`config.mk`:
```
export PLATFORM = sky130hd
export DESIGN_NAME = fetch_unit
export DESIGN_NICKNAME = d
export VERILOG_FILES = /design/src/rtl/fetch_pkg.sv /design/src/rtl/fetch_fifo.sv /design/src/rtl/fetch_unit.sv
export SDC_FILE = /design/constraint.sdc
export NUM_CORES = 1
export LEC_CHECK = 0
export CAP_MARGIN = 5
export CORE_ASPECT_RATIO = 1.1
export CORE_MARGIN = 5
export CORE_UTILIZATION = 40
export DETAILED_ROUTE_END_ITERATION = 7
export PLACE_DENSITY = 0.67
export SYNTH_ARGS = -nofsm -noshare
export SYNTH_HDL_FRONTEND = slang
export SYNTH_SLANG_ARGS = --single-unit
```
`constraint.sdc`:
```
create_clock -name clk -period 10.15 [get_ports clk]
set_input_delay 2.5375 -clock clk [delete_from_list [all_inputs] [get_ports clk]]
set_output_delay 2.5375 -clock clk [all_outputs]
set_load 0.01 [all_outputs]
```
`src/rtl/fetch_pkg.sv`:
```
// Shared defaults and helpers for the fetch path.
package fetch_pkg;
    localparam int          ADDR_W_DEF     = 32;
    localparam int          INST_W_DEF     = 32;
    localparam logic [31:0] RESET_PC_DEF   = 32'h0000_0000;
    localparam int          PC_STEP_DEF    = 4;
    localparam int          FIFO_DEPTH_DEF = 4;

    // Occupancy counters must represent 0..depth inclusive.
    function automatic int cnt_w(input int depth);
        return $clog2(depth) + 1;
    endfunction
endpackage

```
`src/rtl/fetch_fifo.sv`:
```
// Circular instruction queue; storage is left unreset, only pointers and count are cleared.
module fetch_fifo
    import fetch_pkg::*;
#(
    parameter int DEPTH = FIFO_DEPTH_DEF,
    parameter int W     = INST_W_DEF + ADDR_W_DEF
) (
    input  logic                    clk,
    input  logic                    rst_n,
    input  logic                    push,
    input  logic                    pop,
    input  logic                    flush,
    input  logic [W-1:0]            din,
    output logic [W-1:0]            dout,
    output logic [cnt_w(DEPTH)-1:0] count
);
    localparam int                PTR_W = $clog2(DEPTH);
    localparam int                CNT_W = cnt_w(DEPTH);
    localparam logic [CNT_W-1:0]  FULL  = CNT_W'(DEPTH);

    logic [W-1:0]     mem [DEPTH];
    logic [PTR_W-1:0] rd_ptr;
    logic [PTR_W-1:0] wr_ptr;

    always_ff @(posedge clk) begin
        if (!rst_n || flush) begin
            rd_ptr <= '0;
            wr_ptr <= '0;
            count  <= '0;
        end else begin
            if (push) wr_ptr <= wr_ptr + 1'b1;
            if (pop)  rd_ptr <= rd_ptr + 1'b1;
            case ({push, pop})
                2'b10:   count <= count + 1'b1;
                2'b01:   count <= count - 1'b1;
                default: ;
            endcase
        end
    end

    always_ff @(posedge clk) begin
        if (push) mem[wr_ptr] <= din;
    end

    assign dout = mem[rd_ptr];

    a_count_bound: assert property (@(posedge clk) disable iff (!rst_n) count <= FULL);
    a_no_push_full: assert property (@(posedge clk) disable iff (!rst_n) !(push && count == FULL));
endmodule

```
`src/rtl/fetch_unit.sv`:
```
// PC generation, one-cycle imem request tracking, credit-based issue and redirect flush.
module fetch_unit
    import fetch_pkg::*;
#(
    parameter int                ADDR_W     = ADDR_W_DEF,
    parameter int                INST_W     = INST_W_DEF,
    parameter logic [ADDR_W-1:0] RESET_PC   = ADDR_W'(RESET_PC_DEF),
    parameter int                PC_STEP    = PC_STEP_DEF,
    parameter int                FIFO_DEPTH = FIFO_DEPTH_DEF
) (
    input  logic                         clk,
    input  logic                         rst_n,
    output logic                         imem_req,
    output logic [ADDR_W-1:0]            imem_addr,
    input  logic [INST_W-1:0]            imem_rdata,
    input  logic                         redirect_en,
    input  logic [ADDR_W-1:0]            redirect_pc,
    output logic                         out_valid,
    input  logic                         out_ready,
    output logic [INST_W-1:0]            out_inst,
    output logic [ADDR_W-1:0]            out_pc,
    output logic [cnt_w(FIFO_DEPTH)-1:0] fifo_count
);
    localparam int CNT_W = cnt_w(FIFO_DEPTH);

    logic [ADDR_W-1:0]        pc_p0;
    logic                     vld_p1;
    logic [ADDR_W-1:0]        inflight_pc_p1;
    logic [CNT_W-1:0]         count;
    logic [CNT_W:0]           occupancy;
    logic                     has_credit;
    logic                     push;
    logic                     pop;
    logic [INST_W+ADDR_W-1:0] head;

    assign out_valid = rst_n & ~redirect_en & (count != '0);
    assign pop       = out_valid & out_ready;

    // Queued plus in-flight entries bound the space a new request may claim.
    assign occupancy  = {1'b0, count} + {{CNT_W{1'b0}}, vld_p1} - {{CNT_W{1'b0}}, pop};
    assign has_credit = occupancy < (CNT_W + 1)'(FIFO_DEPTH);
    assign imem_req   = rst_n & ~redirect_en & has_credit;
    assign imem_addr  = pc_p0;

    // p0 -> p1: request issued, data returns next cycle
    always_ff @(posedge clk) begin
        if (!rst_n) begin
            pc_p0  <= RESET_PC;
            vld_p1 <= 1'b0;
        end else if (redirect_en) begin
            pc_p0  <= redirect_pc;
            vld_p1 <= 1'b0;
        end else begin
            vld_p1 <= imem_req;
            if (imem_req) pc_p0 <= pc_p0 + ADDR_W'(PC_STEP);
        end
    end

    always_ff @(posedge clk) begin
        if (imem_req) inflight_pc_p1 <= pc_p0;
    end

    // p1 -> queue: response captured unless a redirect is killing it
    assign push = rst_n & vld_p1 & ~redirect_en;

    fetch_fifo #(
        .DEPTH (FIFO_DEPTH),
        .W     (INST_W + ADDR_W)
    ) u_fifo (
        .clk   (clk),
        .rst_n (rst_n),
        .push  (push),
        .pop   (pop),
        .flush (redirect_en),
        .din   ({imem_rdata, inflight_pc_p1}),
        .dout  (head),
        .count (count)
    );

    assign out_inst   = head[ADDR_W +: INST_W];
    assign out_pc     = head[ADDR_W-1:0];
    assign fifo_count = rst_n ? count : '0;
endmodule
```
* After elaboration in Yosys (flattened, before gate mapping)
Memories as Yosys holds them, arrays and structs flattened. A register that Yosys moved wholly into a read port is not among the register bits.
Index checks and enable logic that the tools add are counted.
** Storage, ports and cells
- Bits in registers :: 72
- RAM bits :: 256
- Input port bits :: 68
- Output and inout port bits :: 101
- Logic and storage cells :: 39
- Memories kept :: 1
** Operators by class
- $add $sub $neg :: 7
- Order comparisons :: 1
- Equal/unequal tests :: 2
- Multiplexer cells :: 8
- Bitwise gates (word level) :: 8
- Reduce and logical (&&, ||, !) cells :: 6
** Memories
- u_fifo.mem :: depth 4, bits a word 64, read ports 1, clocked after Yosys merged registers in 1, wr ports 1, line fetch_fifo.sv:21 : logic [W-1:0] mem [DEPTH];
** Operators with widths (number)
- two-way mux 32 bit :: 2
- adder 32 x 3 -> 32 bit, second input constant :: 1
- AND 1 bit :: 6
- case mux 3 bit (2 select lines) :: 1
- adder 2 x 1 -> 2 bit, second input constant :: 2
- adder 3 x 1 -> 4 bit :: 1
- < comparator 4 x 3 -> 1 bit, second input constant :: 1
- two-way mux 2 bit :: 2
- nonzero test 2 bit :: 2
- subtractor 4 x 1 -> 4 bit :: 1
- adder 3 x 1 -> 3 bit, second input constant :: 1
- two-way mux 3 bit :: 1
- nonzero test 3 bit :: 1
- subtractor 3 x 1 -> 3 bit, second input constant :: 1
- equality test 2 x 1 -> 1 bit, second input constant :: 1
- equality test 2 bit, second input constant :: 1
- two-way mux 1 bit :: 2
- inverter 1 bit :: 2
- OR reduction 2 bit :: 1
- logical NOT 1 bit :: 1
- logical OR 1 bit :: 1

* Depth between registers and ports, before layout
Gate-level depths: netlist of run 1.
- Depth after elaboration :: 9
- Mapped depth :: 13

* Hierarchy
A second synthesis of run 1 with hierarchy kept.
** Second synthesis, totals
- Cell total of the unflattened synthesis :: 650
- Area, all modules :: 12685.9 µm²
** Modules (own cells, without submodules)
- fetch_fifo :: instances 1, cells each 380, area each 9739.3 µm², sequential area each 7867.5 µm²
- fetch_unit :: instances 1, cells each 270, area each 2946.6 µm², sequential area each 1621.6 µm²

* Worst setup path before layout of run 1
Ideal clock, no wire load.
- Path kind :: input -> output
- From :: input port rst_n
- To :: output port imem_req
- Data arrival time :: 5.222 ns
- Data required time :: 7.613 ns
- Slack :: 2.391 ns
- Stages on the path :: 11
- Path buffers :: 2
- Cells stage by stage :: buf_2 -> nand2b_1 -> nor3b_1 -> ha_1 -> inv_1 -> ha_1 -> nand3b_1 -> a211oi_2 -> a22oi_2 -> buf_2 -> inv_1
** Between the ends
- Word-level cells in the longest chain between the ends :: 6
** RTL lines
- start, declared :: line fetch_unit.sv:12 : input logic rst_n,
- AND 1 bit (2 in series) :: line fetch_unit.sv:36 : assign out_valid = rst_n & ~redirect_en & (count != '0);
- AND 1 bit :: line fetch_unit.sv:37 : assign pop = out_valid & out_ready;
- via pop :: line fetch_unit.sv:33 : logic pop;
- subtractor 4 x 1 -> 4 bit :: line fetch_unit.sv:40 : assign occupancy = {1'b0, count} + {{CNT_W{1'b0}}, vld_p1} - {{CNT_W{1'b0}}, pop};
- < comparator 4 x 3 -> 1 bit :: line fetch_unit.sv:41 : assign has_credit = occupancy < (CNT_W + 1)'(FIFO_DEPTH);
- AND 1 bit :: line fetch_unit.sv:42 : assign imem_req = rst_n & ~redirect_en & has_credit;
- end, declared :: line fetch_unit.sv:13 : output logic imem_req,
The timed path passes the listed nets, and every way through them passes these cells.

* Worst setup path in the final report of run 1
Same ends and word-level chain as after synthesis.

==> key figures, run 1 <==
Clocking
  – # clock sinks: 330
  – H-Tree Depth: 2
  – Post_cts resized: 0
  – CTS root buffer: clkbuf_16
  – Setup Fix Bufs, Post-CTS: 0
  – Clk slew on worst S/H paths: around 0.06 ns
  – Clock tree buffer depth: 3
  – Num CTS Buffers: 34
  – CTS tree: built
  – Hold-fix buffers at CTS: 0
  – Worst skew pair latency: 0.50 ns

STA
  – Final period util: 0.864
  – Final hold vios: 0
  – Slew Viols, Final: 0
  – RSZ-0062 raised after global routing: no
  – Achievable Freq: around 0.11 GHz
  – Final setup fails: 0
  – Fin Clk Skew: around 0.02 ns
  – Final setup margin: about 1.4 ns
  – Max-slew headroom: 0.296
  – Fin crit period: 8.77 ns
  – Actual slew at the worst max-slew pin: between 1 and 1.5 ns
  – Final TNS setup: 0 ns

Synthesis
  – Sequential fraction of the synthesis area: 0.750
  – Fraction of registers with async set/reset: 0
  – Synth top area share: 0.684
  – Cells after synthesis: 680
  – Mean post-synth cell area: around 19 sq um
  – Area leader, netlist: edfxtp_1
  – Ys Warns: 0
  – Top FF cell, synth: edfxtp_1
  – EDFF count, synth: 288
  – Number of synthesized register bits: 330
  – Ranking of synthesized cells by area: edfxtp_1 68%, mux4_2 11%, dfxtp_1 6.6%
  – Mapped cell area: ~13000 sq um
  – Post-synth cell types: 54
  – Syn nets: 759

Layout
  – Final net count: 939
  – Antenna cells: 0
  – Design area: 15900 sq um
  – Fillcell total: about 2600
  – Multi-input gate area: 2990 sq um
  – Register Area: 9500 sq um
  – Layout area overhead: 26.1%
  – Share of cells above drive strength 1: 0.149

Global route
  – Met3 Resource Use GR: 0.0426
  – Global Route Usage Sum: 0.148
  – Vias in the first global route: 7090
  – Largest net degree at the start of global routing: 65
  – GR Overflow Total: 0
  – Busiest grt layer: met2
  – Global-route wire length before repair: 41.2 mm
  – GR Util met2: 0.248
  – Met1 Usage GRT: 0.191
  – Initial antenna violation count: 0

Die
  – Boundary Pins: 169
  – DIE HEIGHT: 197 um
  – Core Rows: 68
  – Initial Util: 0.404
  – DIE WIDTH: 180 um
  – Core area: around 31000 sq um
  – Die ar.: 35300 sq um

Outcome
  – Run status: completed

Drt
  – Vias: 6845
  – Drt drc: 0
  – Final ANT Viol Nets: 0
  – Drt initial violations: 432
  – DRT Pass-1 Iters: 5
  – Routed wire length: 26.5 mm
  – Number of vias per cell: 5.25
  – DR WL/cell: 20.3 um

Pwr
  – Maximum vdd ir drop: 0.0920 mV
  – Leak pwr: about 5 nW
  – Cell Pwr Density: 181 nW/um^2

Placed design
  – Pre-CTS WS: 1.44 ns
  – Global placer's final weighted congestion: 0.816
  – Post-placement cell area: around 15000 sq um
  – DP Wirelength: 16.0 mm
  – I/O Buffers: 168

Critical path
  – Crit path kind: in -> out
  – WP data required: around 7.6 ns
  – Crit path arrival time: 6.24 ns
  – Crit Path Max Fanout: 28
  – Worst setup SP type: input pin
  – Worst Setup End Kind: primary output

Hold path
  – Hold Crit Class: reg -> reg

Job
  – Maxcap violations: 0
sequential cells by signal, summed over array words and instances (netlist names), named ones only:
register,flops
vld_p1,1
u_fifo.count,3
u_fifo.mem,256
u_fifo.rd_ptr,2
u_fifo.wr_ptr,2
imem_addr,32
inflight_pc_p1,32
Yosys cell counts (6+ instances only):
master and instances:
o21ai_0 31, clkbuf_1 21, nand2_1 22, mux4_2 64, or3_1 10, ha_1 10, a211oi_1 6, and3_1 9
a31oi_1 14, nor2_1 29, buf_1 7, edfxtp_1 288, nand3_1 11, nor3_1 9, inv_1 15, a21oi_1 6
or4_1 10, nand4_1 7, dfxtp_1 42
area by class of cell:
cell class / instances / share of cell area
clock inverters: 15 / 0.0124
clock buffers: 46 / 0.0588
inverters: 15 / 0.00353
multi-input cells: 303 / 0.188
flip-flops and latches: 330 / 0.595
repair buffers: 176 / 0.109
well taps: 420 / 0.0330
cells in the final DEF, fill, tap and decap left out, types with 3 or more instances in the layout:
| cell type | Yosys | final |
|---|---|---|
| nand3b_1 | 3 | 3 |
| nor3_1 | 9 | 9 |
| edfxtp_1 | 288 | 288 |
| nor3b_1 | 4 | 4 |
| mux2i_1 | 3 | 3 |
| clkdlybuf4s50_1 | 0 | 168 |
| and3_1 | 9 | 5 |
| a211oi_1 | 6 | 6 |
| nor2_1 | 29 | 29 |
| inv_1 | 15 | 15 |
| or3_1 | 10 | 10 |
| mux4_2 | 64 | 64 |
| bufinv_16 | 0 | 5 |
| a21oi_1 | 6 | 6 |
| nand3_1 | 11 | 11 |
| or4_1 | 10 | 10 |
| o31ai_1 | 5 | 5 |
| nand2_1 | 22 | 22 |
| and4_1 | 3 | 3 |
| dfxtp_1 | 42 | 40 |
| xor2_1 | 3 | 3 |
| nand2b_1 | 3 | 3 |
| clkbuf_1 | 21 | 9 |
| clkinv_2 | 0 | 4 |
| nand4_1 | 7 | 7 |
| o211ai_1 | 3 | 3 |
| clkbuf_16 | 0 | 35 |
| clkinv_1 | 0 | 5 |
| a31oi_1 | 14 | 14 |
| buf_4 | 0 | 8 |
| ha_1 | 10 | 10 |
| xnor2_1 | 5 | 5 |
| o21ai_0 | 31 | 31 |
| nor4_1 | 3 | 3 |
| and3_4 | 0 | 4 |
cell families (layout without fill, tap and decap cells):
logic type      count (synthesis)  count (layout)  synth area share
flops                         330             330             0.750
buf+inv                        47             252            0.0148
xor+xnor                        8               8           0.00554
simple gates                  132             132            0.0565
fa+ha+maj                      11              11            0.0115
compound gates                 85              85            0.0452
mux                            67              67             0.116
critical path, stage by stage:
cell	delay, ns
clkdlybuf4s50_1	0.45
buf_4	0.26
nand2b_1	0.09
buf_4	0.20
nor3b_1	0.56
ha_1	0.27
inv_1	0.05
ha_1	0.28
nand3b_1	0.14
a211oi_2	0.41
a22oi_2	0.14
buf_4	0.22
inv_1	0.09
clkdlybuf4s50_1	0.54
through the flow:
step / power (mW) / hold WS [ns] / std cells / utilization
2_1_floorplan: 1.58 / 0.459 / 680 / -
3_3_place_gp: 1.66 / 0.472 / 1244 / 0.473
3_5_place_dp: 1.66 / 0.484 / 1244 / 0.473
4_1_cts: 2.92 / 0.496 / 1305 / 0.509
5_1_grt: 2.99 / 0.511 / 1305 / 0.509
6_report: 2.88 / 0.493 / 1305 / 0.509
per-layer routing:
metal  vias to the layer above  wire length [um]
li1                       3135                 -
met1                      3432             11200
met2                       238             12900
met3                        40              1810
met4                         0               555
met5                         -                 0
where the power goes:
group	switching (mW)	internal (mW)	total (mW)
sequential	0.0270	1.50	1.52
combinational	0.0494	0.0618	0.111
clock	0.474	0.775	1.25
total	0.551	2.33	2.88
path summary, 6_finish.rpt:
| check | from | end | slack (ns) | cells past startpoint |
|---|---|---|---|---|
| worst min register to register | inflight_pc_p1[7] | u_fifo.mem[1][7] | 0.49 | 0 |
| worst min-delay path | inflight_pc_p1[7] | u_fifo.mem[1][7] | 0.49 | 0 |
| worst max-delay path | rst_n | imem_req | 1.38 | 14 |
| worst max register to register | u_fifo.count[2] | imem_addr[27] | 6.51 | 11 |
No activity file was read; power rests on OpenSTA's default activity.
==> run 2, diff against run 1 <==
Settings changed: GPL_ROUTABILITY_DRIVEN set to 1, SKIP_LAST_GASP set to 1.
Clock period 10.15 ns to 9.21 ns, I/O delays scaled along.
==> run 2 against run 1 <==
  * Register-to-register slack worse by 0.95 ns
  * Setup slack worse by 0.19 ns
  * Sequential cell count stayed put
  * Sequential power rose by 11%
  * Sequential share of layout area shrank 0.14 points
  * Wire length increased by 0.80%
  * Critical path depth decreased by 2
  * Cell area rose by 0.23%
  * Hold slack better by 0.0038 ns
  * Core utilization increased by 0.12 points
  * Critical endpoint unchanged
  * Largest power group unchanged
==> key figures, run 2 (same netlist as run 1, synthesis figures left out) <==
Outcome
  – Run status: completed

Critical path
  – Crit path arrival time: 5.72 ns
  – R2R depth: 11
  – Crit path kind: in -> out
  – Worst setup SP type: input pin
  – Worst Setup End Kind: primary output
  – WP data required: 6.91 ns
  – Crit Path Max Fanout: 15

STA
  – Final setup fails: 0
  – Final hold vios: 0
  – Final period util: 0.871
  – Fin Clk Skew: 0.00565 ns
  – Slew Viols, Final: 0
  – Fin crit period: 8.02 ns
  – Final TNS setup: 0 ns
  – Max-slew headroom: 0.299
  – RSZ-0062 raised after global routing: no
  – Actual slew at the worst max-slew pin: roughly 1.1 ns
  – Achievable Freq: 0.125 GHz

Clocking
  – Hold-fix buffers at CTS: 0
  – # clock sinks: 330
  – H-Tree Depth: 2
  – CTS root buffer: clkbuf_16
  – Num CTS Buffers: 34
  – Post_cts resized: 0
  – Clock tree buffer depth: 3
  – Worst skew pair latency: 0.49 ns
  – Clk slew on worst S/H paths: 0.06 ns
  – Setup Fix Bufs, Post-CTS: 0
  – CTS tree: built

Die
  – Boundary Pins: 169
  – Core Rows: 68
  – DIE HEIGHT: 197 um
  – Core area: 31300 sq um
  – Initial Util: 0.404
  – Die ar.: 35300 sq um
  – DIE WIDTH: 180 um

Placed design
  – Placed Cells incl. Taps: between 1000 and 1500
  – I/O Buffers: roughly 170
  – Global placer's final weighted congestion: 0.810
  – DP Wirelength: 16.1 mm

Layout
  – Layout area overhead: 26.4%
  – Fillcell total: between 2000 and 3000
  – Commonest non-fill, non-tap cell in the layout: edfxtp_1
  – Top reg by flops: u_fifo.mem
  – Antenna cells: 0
  – Fin cells: 1304
  – Max reg flops: 256
  – Most frequent cells in the layout: 288 x edfxtp_1, 168 x clkdlybuf4s50_1, 64 x mux4_2
  – Final net count: 938
  – Share of cells above drive strength 1: 0.153

Pwr
  – Flop pwr share: 0.522
  – Psw: 0.618 mW
  – Pint: between 2 and 3 mW
  – Logic pwr share: 0.038
  – Leak pwr: a little under 5 nW
  – Clock power share: 0.440
  – Maximum vdd ir drop: about 0.099 mV
  – Switching Fraction: 0.192
  – Cell Pwr Density: 201 nW/um^2

Drt
  – Number of vias per cell: roughly 5.3
  – Final ANT Viol Nets: 0
  – DRT Pass-1 Iters: 5
  – DR WL/cell: 20.5 um
  – Vias: 6901
  – Drt drc: 0
  – Routed wire length: 26.7 mm
  – Drt initial violations: 471

Hold path
  – WHS Path Cells: 0
  – Hold Crit Class: reg -> reg

Job
  – Maxcap violations: 0

Global route
  – Global-route wire length before repair: 41.8 mm
  – Initial antenna violation count: 0
  – GR Overflow Total: 0
  – Global Route Usage Sum: 0.149
  – Largest net degree at the start of global routing: 65
  – Vias in the first global route: 7171
-- run 2: cell count changes in the layout (fill, tap and decap cells not counted) --
cell	delta
clkbuf_1	-4
clkbuf_16	+2
clkinv_2	+2
buf_4	-1
clkinvlp_4	+1
inv_6	-1
-- run 2: worst max-delay path, cell delays in order --
cell             delay [ns]
clkdlybuf4s50_1        0.41
nand2b_1               0.14
buf_4                  0.19
nor3b_1                0.53
ha_1                   0.25
inv_1                  0.05
ha_1                   0.27
nand3b_1               0.15
a211oi_2               0.43
a22oi_2                0.29
inv_1                  0.15
clkdlybuf4s50_1        0.55
-- run 2: path summary, 6_finish.rpt --
check | endpoint | slack, ns | from
worst max register to register | imem_addr[27] | 5.56 | u_fifo.count[2]
worst min-delay path | u_fifo.mem[0][19] | 0.50 | inflight_pc_p1[19]
worst max-delay path | imem_req | 1.19 | redirect_en
worst min register to register | u_fifo.mem[0][19] | 0.50 | inflight_pc_p1[19]
-- run 2: area by class of cell --
class	instances	area, sq um	area share
flip-flops and latches	330	9500	0.594
clock buffers	44	972	0.0608
well taps	420	526	0.0329
clock inverters	17	206	0.0129
multi-input cells	303	2990	0.187
repair buffers	175	1730	0.108
inverters	15	56.3	0.00352
-- run 2: power groups by stage --
stage / combinational (mW) / sequential [mW] / clock (mW)
finish: 0.122 / 1.68 / 1.42
global route: 0.132 / 1.68 / 1.52
detailed placement: 0.123 / 1.71 / 0
global placement: 0.121 / 1.71 / 0
CTS: 0.123 / 1.68 / 1.45
floorplan: 0.0411 / 1.70 / 0
-- run 2: stage by stage --
stage | instance area, sq um | utilization | hold WS (ns) | setup WS (ns) | power [mW]
2_1_floorplan | 12600 | - | 0.459 | 1.92 | 1.74
3_3_place_gp | 14800 | 0.473 | 0.473 | 1.33 | 1.83
3_5_place_dp | 14800 | 0.473 | 0.489 | 1.22 | 1.83
4_1_cts | 16000 | 0.511 | 0.499 | 1.21 | 3.26
5_1_grt | 16000 | 0.511 | 0.511 | 0.966 | 3.34
6_report | 16000 | 0.511 | 0.497 | 1.19 | 3.22
-- run 2: metal layers --
metal  vias up  track usage  wire length [um]
li1       3137            -                 -
met1      3498        0.199             11600
met2       229        0.246             12900
met3        37       0.0412              1730
met4         0       0.0373               480
met5         -            0                 0
==> run 3, diff against run 2 <==
--- a/config.mk
+++ b/config.mk
@@ -13,2 +13,3 @@
 export GPL_ROUTABILITY_DRIVEN = 1
+export HOLD_SLACK_MARGIN = 0.15
 export PLACE_DENSITY = 0.67
--- a/constraint.sdc
+++ b/constraint.sdc
@@ -3,2 +3,2 @@
 set_output_delay 2.3025 -clock clk [all_outputs]
-set_load 0.01 [all_outputs]
+set_load 0.005 [all_outputs]
==> run 3 against run 2 <==
  * Non-clock buffer count rose by 2
  * Maximum frequency rose by 0.39%
  * Clock skew rose by 0.0064 ns
  * Count of clock-buffer cells in the layout fell by 4
  * Register-to-register slack improved by 0.12 ns
  * Setup slack improved by 0.032 ns
  * First-iteration DRC count fell by 8.5%
  * Total power fell by 0.65%
  * Critical path depth did not move
  * Global-route usage fell by 0.093 points
  * Core utilization barely moved
  * Critical path type unchanged
==> key figures, run 3 (same netlist as run 1, synthesis figures left out) <==
Outcome
  – Run status: completed

Layout
  – Antenna cells: 0
  – Fillcell total: 2606
  – Most frequent cells in the layout: 288 x edfxtp_1, 168 x clkdlybuf4s50_1, 64 x mux4_2
  – Final net count: 940
  – Layout area overhead: 26.3%
  – Top reg by flops: u_fifo.mem
  – Max reg flops: 256
  – Fin cells: 1301
  – Share of cells above drive strength 1: 0.156
  – Design area: 16000 sq um
  – Commonest non-fill, non-tap cell in the layout: edfxtp_1

Clocking
  – Worst skew pair latency: 0.50 ns
  – H-Tree Depth: 2
  – CTS tree: built
  – Hold-fix buffers at CTS: 0
  – Post_cts resized: 0
  – Num CTS Buffers: 34
  – Clock tree buffer depth: 3
  – # clock sinks: 330
  – Setup Fix Bufs, Post-CTS: 0
  – CTS root buffer: clkbuf_16
  – Clk slew on worst S/H paths: 0.06 ns

Global route
  – Vias in the first global route: 7201
  – Largest net degree at the start of global routing: 65
  – GR Overflow Total: 0
  – Global-route wire length before repair: 41.6 mm
  – Global Route Usage Sum: 0.148
  – Initial antenna violation count: 0

Die
  – Initial Util: 0.404
  – DIE WIDTH: 180 um
  – Core Rows: 68
  – Core area: around 31000 sq um
  – Die ar.: between 30000 and 40000 sq um
  – DIE HEIGHT: 197 um
  – Boundary Pins: 169

Critical path
  – Crit path arrival time: 5.69 ns
  – WP data required: 6.91 ns
  – Worst setup SP type: input pin
  – Crit Path Max Fanout: 15
  – Worst Setup End Kind: primary output
  – Crit path kind: in -> out

Drt
  – DRT Pass-1 Iters: 6
  – Drt drc: 0
  – DR WL/cell: 20.2 um
  – Routed wire length: 26.3 mm
  – Vias: roughly 7000
  – Number of vias per cell: 5.23
  – Drt initial violations: roughly 430
  – Final ANT Viol Nets: 0

STA
  – Final TNS setup: 0 ns
  – Slew Viols, Final: 0
  – Actual slew at the worst max-slew pin: 1.04 ns
  – Max-slew headroom: 0.306
  – Fin crit period: 7.99 ns
  – Achievable Freq: 0.125 GHz
  – Final setup fails: 0
  – RSZ-0062 raised after global routing: no
  – Fin Clk Skew: 0.0120 ns
  – Final period util: 0.868
  – Final hold vios: 0

Placed design
  – DP Wirelength: 16.1 mm
  – Global placer's final weighted congestion: 0.808
  – Placed Cells incl. Taps: 1245
  – Post-placement cell area: about 15000 sq um
  – I/O Buffers: between 150 and 200

Pwr
  – Leak pwr: 4.96 nW
  – Cell Pwr Density: around 200 nW/um^2
  – Maximum vdd ir drop: 0.0965 mV

Job
  – Maxcap violations: 0

Hold path
  – Hold Crit Class: reg -> reg
run 3: cell count changes in the layout (fill, tap and decap cells not counted), sizes merged:
cell,delta
clkbuf,-4
clkinv,-4
clkinvlp,+3
buf,+2
bufinv,-1
inv,+1
run 3: final cells by class:
cell class,count,area [sq um],area share
sequential,330,9500,0.594
multi-input combinational,303,2990,0.187
timing repair buffer,177,1750,0.109
clock buffer,40,968,0.0606
tap,420,526,0.0329
clock inverter,16,193,0.0121
inverter,15,56.3,0.00352
run 3: per-stage QoR:
step	worst slack, ns	hold WS [ns]	power, mW	utilization
floorplan	1.95	0.453	1.74	-
global placement	1.35	0.473	1.83	0.473
detailed placement	1.25	0.484	1.83	0.473
CTS	1.24	0.499	3.24	0.510
global route	0.913	0.516	3.31	0.510
finish	1.22	0.494	3.20	0.510
run 3: power by group:
part / total, mW / internal, mW / switching (mW)
combinational: 0.116 / 0.0677 / 0.0486
sequential: 1.68 / 1.65 / 0.0296
clock: 1.40 / 0.862 / 0.542
total: 3.20 / 2.58 / 0.620
run 3: final timing paths:
| path | from | to | slack [ns] | cells after the start |
|---|---|---|---|---|
| hold / removal | inflight_pc_p1[23] | u_fifo.mem[3][23] | 0.49 | 0 |
| setup reg to reg | u_fifo.count[2] | imem_addr[27] | 5.68 | 11 |
| hold reg to reg | inflight_pc_p1[23] | u_fifo.mem[3][23] | 0.49 | 0 |
| setup / recovery | redirect_en | imem_req | 1.22 | 12 |
run 3: critical path, cell delays in order:
cell and delay (ns):
clkdlybuf4s50_1 0.41, nand2b_1 0.15, buf_4 0.19, nor3b_1 0.53, ha_1 0.26, inv_1 0.05
ha_1 0.27, nand3b_1 0.14, a211oi_2 0.42, a22oi_2 0.28, inv_1 0.16, clkdlybuf4s50_1 0.53
run 3: layer usage:
| metal | track usage | vias up | wire [um] |
|---|---|---|---|
| met4 | 0.0423 | 0 | 657 |
| li1 | - | 3124 | - |
| met2 | 0.245 | 236 | 12600 |
| met3 | 0.0408 | 44 | 1900 |
| met1 | 0.195 | 3398 | 11100 |
| met5 | 0 | - | 0 |
